<file path="src/rtl/gcd_job_sequencer.sv">
// Job sequencer for the top_gcd core: an input FIFO, one job in flight, in-order results.
// Define GCD_SEQ_TIMEOUT_EN to abort a job with res_err when the core never reports done.
`timescale 1ns/1ps
module gcd_job_sequencer #(
  parameter int unsigned WIDTH       = 7,
  parameter int unsigned DEPTH       = 4,
  parameter int unsigned GUARD_CYC   = 2,
  parameter int unsigned TIMEOUT_CYC = 255
) (
  input  logic             clk,
  input  logic             rst,
  input  logic             in_valid,
  output logic             in_ready,
  input  logic [WIDTH-1:0] in_a,
  input  logic [WIDTH-1:0] in_b,
  output logic             gcd_go,
  output logic [WIDTH-1:0] gcd_a,
  output logic [WIDTH-1:0] gcd_b,
  input  logic [WIDTH-1:0] gcd_out,
  input  logic             gcd_done,
  output logic             res_valid,
  input  logic             res_ready,
  output logic [WIDTH-1:0] res_gcd,
  output logic [WIDTH-1:0] res_a,
  output logic [WIDTH-1:0] res_b,
  output logic             res_err,
  output logic             busy,
  output logic [15:0]      job_count
);

  localparam int unsigned AW   = (DEPTH > 1) ? $clog2(DEPTH) : 1;
  localparam int unsigned CW   = AW + 1;
  localparam int unsigned GW   = (GUARD_CYC > 0) ? $clog2(GUARD_CYC + 1) : 1;

  typedef enum logic [2:0] {StIdle, StIssue, StGuard, StWait, StOut} state_e;

  logic [WIDTH-1:0] fifo_a_q [DEPTH];
  logic [WIDTH-1:0] fifo_b_q [DEPTH];
  logic [AW-1:0]    wr_ptr_q, rd_ptr_q;
  logic [CW-1:0]    cnt_q, cnt_d;
  logic             push, pop;
  logic [WIDTH-1:0] head_a, head_b;

  state_e           state_q, state_d;
  logic [GW-1:0]    guard_q, guard_d;
  logic             gcd_go_q, gcd_go_d;
  logic [WIDTH-1:0] gcd_a_q, gcd_a_d, gcd_b_q, gcd_b_d;
  logic             res_valid_q, res_valid_d;
  logic [WIDTH-1:0] res_gcd_q, res_gcd_d, res_a_q, res_a_d, res_b_q, res_b_d;
  logic [15:0]      job_count_q, job_count_d;
  logic             busy_q, busy_d;
  logic             in_ready_q, in_ready_d;

`ifdef GCD_SEQ_TIMEOUT_EN
  localparam int unsigned TW = (TIMEOUT_CYC > 1) ? $clog2(TIMEOUT_CYC) : 1;
  logic [TW-1:0]    tmo_q, tmo_d;
  logic             res_err_q, res_err_d;
`endif

  // in_ready is registered, so a full FIFO never accepts even while popping.
  assign push   = in_valid && in_ready_q;
  assign pop    = (state_q == StIdle) && (cnt_q != '0);
  assign head_a = fifo_a_q[rd_ptr_q];
  assign head_b = fifo_b_q[rd_ptr_q];

  always_comb begin
    cnt_d = cnt_q;
    if (push && !pop) begin
      cnt_d = cnt_q + CW'(1);
    end else if (!push && pop) begin
      cnt_d = cnt_q - CW'(1);
    end
  end

  always_ff @(posedge clk) begin
    if (push) begin
      fifo_a_q[wr_ptr_q] <= in_a;
      fifo_b_q[wr_ptr_q] <= in_b;
    end
  end

  always_comb begin
    state_d     = state_q;
    guard_d     = guard_q;
    gcd_go_d    = 1'b0;
    gcd_a_d     = gcd_a_q;
    gcd_b_d     = gcd_b_q;
    res_valid_d = res_valid_q;
    res_gcd_d   = res_gcd_q;
    res_a_d     = res_a_q;
    res_b_d     = res_b_q;
    job_count_d = job_count_q;
`ifdef GCD_SEQ_TIMEOUT_EN
    tmo_d       = '0;
    res_err_d   = res_err_q;
`endif
    unique case (state_q)
      StIdle: begin
        if (pop) begin
          gcd_a_d = head_a;
          gcd_b_d = head_b;
          res_a_d = head_a;
          res_b_d = head_b;
          // A zero operand makes the answer the other operand; the core is skipped.
          if (head_a == '0 || head_b == '0) begin
            res_gcd_d   = head_a | head_b;
            res_valid_d = 1'b1;
            state_d     = StOut;
          end else begin
            gcd_go_d = 1'b1;
            state_d  = StIssue;
          end
        end
      end
      StIssue: begin
        guard_d = GW'(GUARD_CYC);
        state_d = (GUARD_CYC == 0) ? StWait : StGuard;
      end
      StGuard: begin
        guard_d = guard_q - GW'(1);
        if (guard_d == '0) begin
          state_d = StWait;
        end
      end
      StWait: begin
        if (gcd_done) begin
          res_gcd_d   = gcd_out;
          res_valid_d = 1'b1;
          state_d     = StOut;
`ifdef GCD_SEQ_TIMEOUT_EN
        end else if (tmo_q == TW'(TIMEOUT_CYC - 1)) begin
          res_gcd_d   = '0;
          res_err_d   = 1'b1;
          res_valid_d = 1'b1;
          state_d     = StOut;
        end else begin
          tmo_d = tmo_q + TW'(1);
`endif
        end
      end
      StOut: begin
        if (res_ready) begin
          res_valid_d = 1'b0;
          job_count_d = job_count_q + 16'd1;
          state_d     = StIdle;
`ifdef GCD_SEQ_TIMEOUT_EN
          res_err_d   = 1'b0;
`endif
        end
      end
      default: state_d = StIdle;
    endcase
    busy_d     = (state_d != StIdle) || (cnt_d != '0);
    in_ready_d = (cnt_d != CW'(DEPTH));
  end

  always_ff @(posedge clk) begin
    if (!rst) begin
      wr_ptr_q    <= '0;
      rd_ptr_q    <= '0;
      cnt_q       <= '0;
      state_q     <= StIdle;
      guard_q     <= '0;
      gcd_go_q    <= 1'b0;
      gcd_a_q     <= '0;
      gcd_b_q     <= '0;
      res_valid_q <= 1'b0;
      res_gcd_q   <= '0;
      res_a_q     <= '0;
      res_b_q     <= '0;
      job_count_q <= '0;
      busy_q      <= 1'b0;
      in_ready_q  <= 1'b1;
`ifdef GCD_SEQ_TIMEOUT_EN
      tmo_q       <= '0;
      res_err_q   <= 1'b0;
`endif
    end else begin
      if (push) wr_ptr_q <= wr_ptr_q + AW'(1);
      if (pop)  rd_ptr_q <= rd_ptr_q + AW'(1);
      cnt_q       <= cnt_d;
      state_q     <= state_d;
      guard_q     <= guard_d;
      gcd_go_q    <= gcd_go_d;
      gcd_a_q     <= gcd_a_d;
      gcd_b_q     <= gcd_b_d;
      res_valid_q <= res_valid_d;
      res_gcd_q   <= res_gcd_d;
      res_a_q     <= res_a_d;
      res_b_q     <= res_b_d;
      job_count_q <= job_count_d;
      busy_q      <= busy_d;
      in_ready_q  <= in_ready_d;
`ifdef GCD_SEQ_TIMEOUT_EN
      tmo_q       <= tmo_d;
      res_err_q   <= res_err_d;
`endif
    end
  end

  assign in_ready  = in_ready_q;
  assign gcd_go    = gcd_go_q;
  assign gcd_a     = gcd_a_q;
  assign gcd_b     = gcd_b_q;
  assign res_valid = res_valid_q;
  assign res_gcd   = res_gcd_q;
  assign res_a     = res_a_q;
  assign res_b     = res_b_q;
  assign busy      = busy_q;
  assign job_count = job_count_q;
`ifdef GCD_SEQ_TIMEOUT_EN
  assign res_err   = res_err_q;
`else
  assign res_err   = 1'b0;
`endif

endmodule

</file>
<file path="config.mk">
export PLATFORM = sky130hd
export DESIGN_NAME = gcd_job_sequencer
export DESIGN_NICKNAME = d
export VERILOG_FILES = /design/src/rtl/gcd_job_sequencer.sv
export SDC_FILE = /design/constraint.sdc
export NUM_CORES = 1
export LEC_CHECK = 0
export CAP_MARGIN = 5
export CORE_MARGIN = 2
export CORE_UTILIZATION = 45
export CTS_CLUSTER_DIAMETER = 30
export CTS_CLUSTER_SIZE = 25
export DETAILED_ROUTE_END_ITERATION = 6
export PLACE_DENSITY = 0.72
export SLEW_MARGIN = 10
export SYNTH_ARGS = -nofsm -noshare
export SYNTH_HDL_FRONTEND = slang
export SYNTH_SLANG_ARGS = --single-unit
export TNS_END_PERCENT = 20
</file>
<file path="constraint.sdc">
create_clock -name clk -period 2.3 [get_ports clk]
set_input_delay 0.345 -clock clk [delete_from_list [all_inputs] [get_ports clk]]
set_output_delay 0.345 -clock clk [all_outputs]
set_load 0.02 [all_outputs]
</file>
==> flow_metrics.tcl, run 1 <==
set metrics [dict create \
    dpl_cell_area_sq_um 5820 \
    period_needed_ps 2270 \
    final_common_cell "clkdlybuf4s50_1" \
    first_pass_iters 4 \
    hold_viol_final 0 \
    top_layer "met4" \
    syn_inst 414 \
    core.rowCount 37 \
    synth_nets 449 \
    wl_met2_microns 4910 \
    die_area_sq_um 11600 \
    syn_avg_cell_area_sq_um 11.7 \
    holdBufCountCts 0 \
    post-place-ws_ps -40.6 \
    report.final.slew_viol_count 0 \
    gp_congestion 0.822 \
    cp.arrival_ps 2590 \
    start_util_pct 46.6 \
    routed_wl_microns 10300 \
    finalWorstSetupSlack_ps 31.6 \
    io_pins 82 \
    drt-met1-wl_microns 4760 \
    ir_drop_mv 0.616 \
    coreArea_sq_um 10400 \
    worstRegToRegCells 6 \
    ant_nets 0 \
    hpwl_microns 7200 \
    worst_hold_path_type "flop to flop" \
    regArea_sq_um 2790 \
    grt_pass1_vias 3273 \
    track_usage_pct 17.7 \
    cp_max_fo 14 \
    grt_pass1_wl_microns 16100 \
    ys_types 47 \
    nets 531 \
    placed_cells 617 \
    wl_per_cell_microns 16.1 \
    grt-ovfl-total 0 \
    status "completed" \
    cts.sinks 111 \
    viasPerCell 5.39 \
    max_freq_ghz 0.441 \
    antennaDiodeCount 0 \
    reg2reg_to "res_gcd[2]" \
    ctsRootBufferMaster "clkbuf_8" \
    synth_seq_cells 111 \
    ys_seq_area_share_pct 57.4 \
    cts_buffers 9 \
    p_per_area_nw_per_um2 1130 \
    crit_type "flop to flop" \
    die_y_microns 108 \
    drtIter0Drc 187 \
    drive_above_1_share_pct 13.4 \
    cts_buffer_depth 2 \
    fillers 869 \
    port_buffers 80 \
    worst-r2r-setup-slack_ps 30 \
    crit_path_end "res_gcd[2]" \
    finalSetupTns_ps 0 \
    cp.required_ps 2620 \
    area_growth_pct 25.4 \
    final_cells 637 \
    timing.max_cap.violations 0 \
    die_x_microns 108 \
    h-tree-depth 3 \
    clkLatencyLatePin_ps 370 \
    startpoint_type "flop" \
    endpoint_kind "flop" \
    dr_wl_met3_microns 470 \
    synth_area_sq_um 4850 \
    finClkSkew_ps 12.8 \
    ys_warn_count 0 \
    p_total_mw 6.88 \
    vias 3432 \
    final_cell_mix "clkdlybuf4s50_1, edfxtp_1, dfxtp_1" \
    setup_violations 0 \
    cts_tree "built" \
    drc 0 \
    antenna_found_initial 0 \
    p_leak_nw 2.19 \
    multi_input_area_sq_um 1800 \
    grt_max_degree 28 \
    grt_setup_unrepaired "yes" \
    fin_crit_sh_pct 98.6 \
    final_area_sq_um 6080 \
    clk_pin_slew_worst_paths_ps 120 \
]
==> layer usage <==
layer	global-route usage (%)	vias up
met4	5.31	0
li1	-	1653
met5	0	-
met1	23.9	1675
met2	29.3	96
met3	2.91	8
==> logic make-up after synthesis <==
kind of cell,Yosys count,share of synthesized area (%)
flops,111,57.4
xor+xnor,18,3.25
simple gates,141,14.3
compound gates,61,8.59
buf+inv,57,6.32
fa+ha+maj,9,2.32
other cells,1,0.0773
mux,16,7.76
==> power breakdown <==
part | internal [mW] | switching [mW] | total, mW
Combinational | 1.35 | 1.62 | 2.97
Sequential | 2.46 | 0.266 | 2.72
Clock | 0.451 | 0.744 | 1.19
Total | 4.26 | 2.63 | 6.88
==> sequential cells by signal, summed over array words and instances (netlist names), named ones only <==
register	flops
fifo_b_q	28
wr_ptr_q	2
res_valid	1
busy	1
rd_ptr_q	2
guard_q	2
in_ready	1
cnt_q	3
state_q	3
job_count	16
gcd_go	1
res_gcd	7
res_b	7
res_a	7
fifo_a_q	28
==> Yosys cell counts, drive strengths merged <==
cell     instances  area, sq um
o41a             1         11.3
buf             25          186
o211ai           1         7.51
mux4            14          357
clkbuf          14         52.6
xnor2           11         96.3
ha               9          113
xor2             7         61.3
nand3b           1         7.51
dfxtp           55         1100
a21o             1         7.51
a21oi           22          110
o21ai           14         70.1
and2             6         37.5
or4              1         7.51
a22oi            3         27.5
edfxtp          56         1680
nor2            31          116
o31a             1         8.76
and3b            1         8.76
mux2i            2         20.0
a311oi           1         8.76
or3              2         12.5
nor4             7         56.3
and4             1         8.76
nand2           46          173
a211o            7         61.3
and3             9         56.3
or2              1         6.26
nor3            16         90.1
inv             18         67.6
nor4bb           1         10.0
nand4           11         68.8
a211oi           2         15.0
nand3            7         35.0
a2111oi          8         88.8
conb             1         3.75
==> metrics by stage <==
stage | hold WS (ps) | util, %
floorplan | 444 | -
global placement | 465 | 55.8
detailed placement | 469 | 55.8
CTS | 487 | 57.8
global route | 510 | 58.4
finish | 481 | 58.4
==> worst min path at each step <==
| stage | cells past startpoint | slack [ps] | startpoint | endpoint |
|---|---|---|---|---|
| 2_1_floorplan | 0 | 440 | in_a[0] | fifo_a_q[0][0] |
| 3_3_place_gp | 2 | 470 | res_b[2] | res_b[2] |
| 3_5_place_dp | 2 | 470 | res_a[1] | res_a[1] |
| 4_1_cts | 2 | 490 | res_a[1] | res_a[1] |
| 5_1_grt | 2 | 510 | res_b[3] | res_b[3] |
| 6_report | 2 | 480 | res_a[1] | res_a[1] |
==> critical path, cell delays in order, from the launching register on <==
cell and delay [ps]:
dfxtp_1 370, buf_12 170, mux4_2 570, nor4_4 370, a22oi_2 220, a2111oi_1 370, a211o_1 160
==> timing repair <==
item                       4_1_cts  5_1_grt
pin swaps                        0        1
buffers inserted                 0        3
resized for setup                5       15
gates cloned                     0        1
setup endpoints to repair        5       11
==> layout make-up <==
cell class	instances	area share [%]
clock buffers	9	2.04
clock inverters	7	1.46
inverters	18	1.11
multi-input cells	247	29.7
flip-flops and latches	111	45.8
well taps	136	2.80
repair buffers	109	17.1
(Power assumes the default switching activity.)
==> run 2, diff against run 1 <==
--- a/config.mk
+++ b/config.mk
@@ -8,6 +8,7 @@
 export CAP_MARGIN = 5
 export CORE_MARGIN = 2
 export CORE_UTILIZATION = 45
+export CTS_BUF_LIST = sky130_fd_sc_hd__clkbuf_4
 export CTS_CLUSTER_DIAMETER = 30
 export CTS_CLUSTER_SIZE = 25
 export DETAILED_ROUTE_END_ITERATION = 6
==> run 2 against run 1 <==
Wire length increased by 0.59%; core utilization decreased by 0.62 points; setup slack improved by 2.9 ps; critical path depth unchanged; cell area decreased by 1.1%; clock skew increased by 13 ps; flip-flop and latch count unchanged; sequential power about the same; die area unchanged; total power decreased by 2.8%; via count decreased by 0.29%.
==> flow_metrics.tcl, run 2 (synthesis gave the netlist of run 1 again) <==
set metrics [dict create \
    cp_max_fo 14 \
    ant_nets 0 \
    coreArea_sq_um 10400 \
    vias 3422 \
    fin_crit_sh_pct 98.5 \
    die_x_microns 108 \
    clk_pin_slew_worst_paths_ps 200 \
    drive_above_1_share_pct 12.8 \
    viasPerCell 5.38 \
    io_pins 82 \
    drtIter0Drc 174 \
    worst_hold_path_type "flop to flop" \
    cp.required_ps 2710 \
    endpoint_kind "flop" \
    timing.max_cap.violations 0 \
    hpwl_microns 7200 \
    report.final.slew_viol_count 0 \
    drc 0 \
    dpl_cell_area_sq_um 5820 \
    track_usage_pct 18.1 \
    cts_buffer_depth 2 \
    cp.arrival_ps 2680 \
    routed_wl_microns 10300 \
    gp_congestion 0.822 \
    p_total_mw 6.69 \
    whs_ps 492 \
    wl_per_cell_microns 16.2 \
    crit_type "flop to flop" \
    holdBufCountCts 0 \
    fillers 885 \
    first_pass_iters 4 \
    p_leak_nw 2.16 \
    ctsRootBufferMaster "clkbuf_4" \
    grt-ovfl-total 0 \
    cp_slowest_cell "mux4_2" \
    startpoint_type "flop" \
    slowest_delay_ps 580 \
    finalSetupTns_ps 0 \
    max_freq_ghz 0.441 \
    final_area_sq_um 6020 \
    grt_setup_unrepaired "yes" \
    start_util_pct 46.6 \
    finClkSkew_ps 26.2 \
    nets 529 \
    grt_max_degree 28 \
    final_common_cell "clkdlybuf4s50_1" \
    clkLatencyLatePin_ps 460 \
    cts_tree "built" \
    cts_buffers 9 \
    p_per_area_nw_per_um2 1110 \
    period_needed_ps 2270 \
    die_area_sq_um 11600 \
    port_buffers 80 \
    setup_violations 0 \
    final_cell_mix "clkdlybuf4s50_1, edfxtp_1, dfxtp_1" \
    cts.sinks 111 \
    die_y_microns 108 \
    hold_viol_final 0 \
    ir_drop_mv 0.622 \
    status "completed" \
    core.rowCount 37 \
    grt_pass1_wl_microns 16400 \
    area_growth_pct 24.1 \
    antenna_found_initial 1 \
    path_cells "buf_12 > mux4_2 > nor4_4 > a22oi_2 > a2111oi_1 > a211o_1" \
    grt_pass1_vias 3320 \
    h-tree-depth 3 \
]
==> run 2: path summary, 6_finish.rpt <==
check,from,end,slack [ps],cells past startpoint
max,flop,res_gcd[5],30,6
min,res_b[4],res_b[4],490,2
max reg2reg,flop,res_gcd[5],30,6
min reg2reg,res_b[4],res_b[4],490,2
==> run 2: worst max-delay path, delay by kind of cell (launching register included) <==
kind	cells	cell delay, ps
buf+inv	1	160
mux	1	580
flops	1	380
simple gates	1	380
compound gates	3	720
==> run 2: layer usage <==
| metal | vias up | wire, microns | global-route usage (%) |
|---|---|---|---|
| li1 | 1656 | - | - |
| met1 | 1648 | 4720 | 24.6 |
| met2 | 104 | 4970 | 29.6 |
| met3 | 14 | 464 | 2.36 |
| met4 | 0 | 163 | 7.05 |
| met5 | - | 0 | 0 |
==> run 2: cell type report <==
| cell class | count | area, sq um | area share [%] |
|---|---|---|---|
| sequential | 111 | 2790 | 46.3 |
| multi-input combinational | 247 | 1810 | 30.0 |
| timing repair buffer | 107 | 1030 | 17.1 |
| tap | 136 | 170 | 2.83 |
| clock inverter | 7 | 88.8 | 1.48 |
| clock buffer | 9 | 67.6 | 1.12 |
| inverter | 18 | 67.6 | 1.12 |
| antenna | 1 | 2.50 | 0.0416 |
==> run 2: through the flow <==
step | util (%) | instances | setup slack, ps
final | 57.8 | 636 | 34.6
after global routing | 57.8 | 636 | -61.3
after CTS | 57.6 | 635 | 27.4
after detailed placement | 55.8 | 617 | -40.6
after global placement | 55.8 | 617 | 29.6
after floorplan | - | 414 | 79.4
==> run 2: repair_timing <==
| item | 4_1_cts | 5_1_grt |
|---|---|---|
| endpoints found under the setup margin | 6 | 10 |
| resized for setup | 11 | 8 |
| cloned | 1 | 0 |
| pin swaps | 3 | 0 |
| hold endpoints to repair | 0 | 0 |
| setup buffers | 1 | 0 |
==> run 2: power breakdown <==
part	total (mW)	switching (mW)	internal, mW
clock network	1.00	0.722	0.279
registers	2.72	0.264	2.46
logic	2.97	1.62	1.35
total	6.69	2.61	4.08
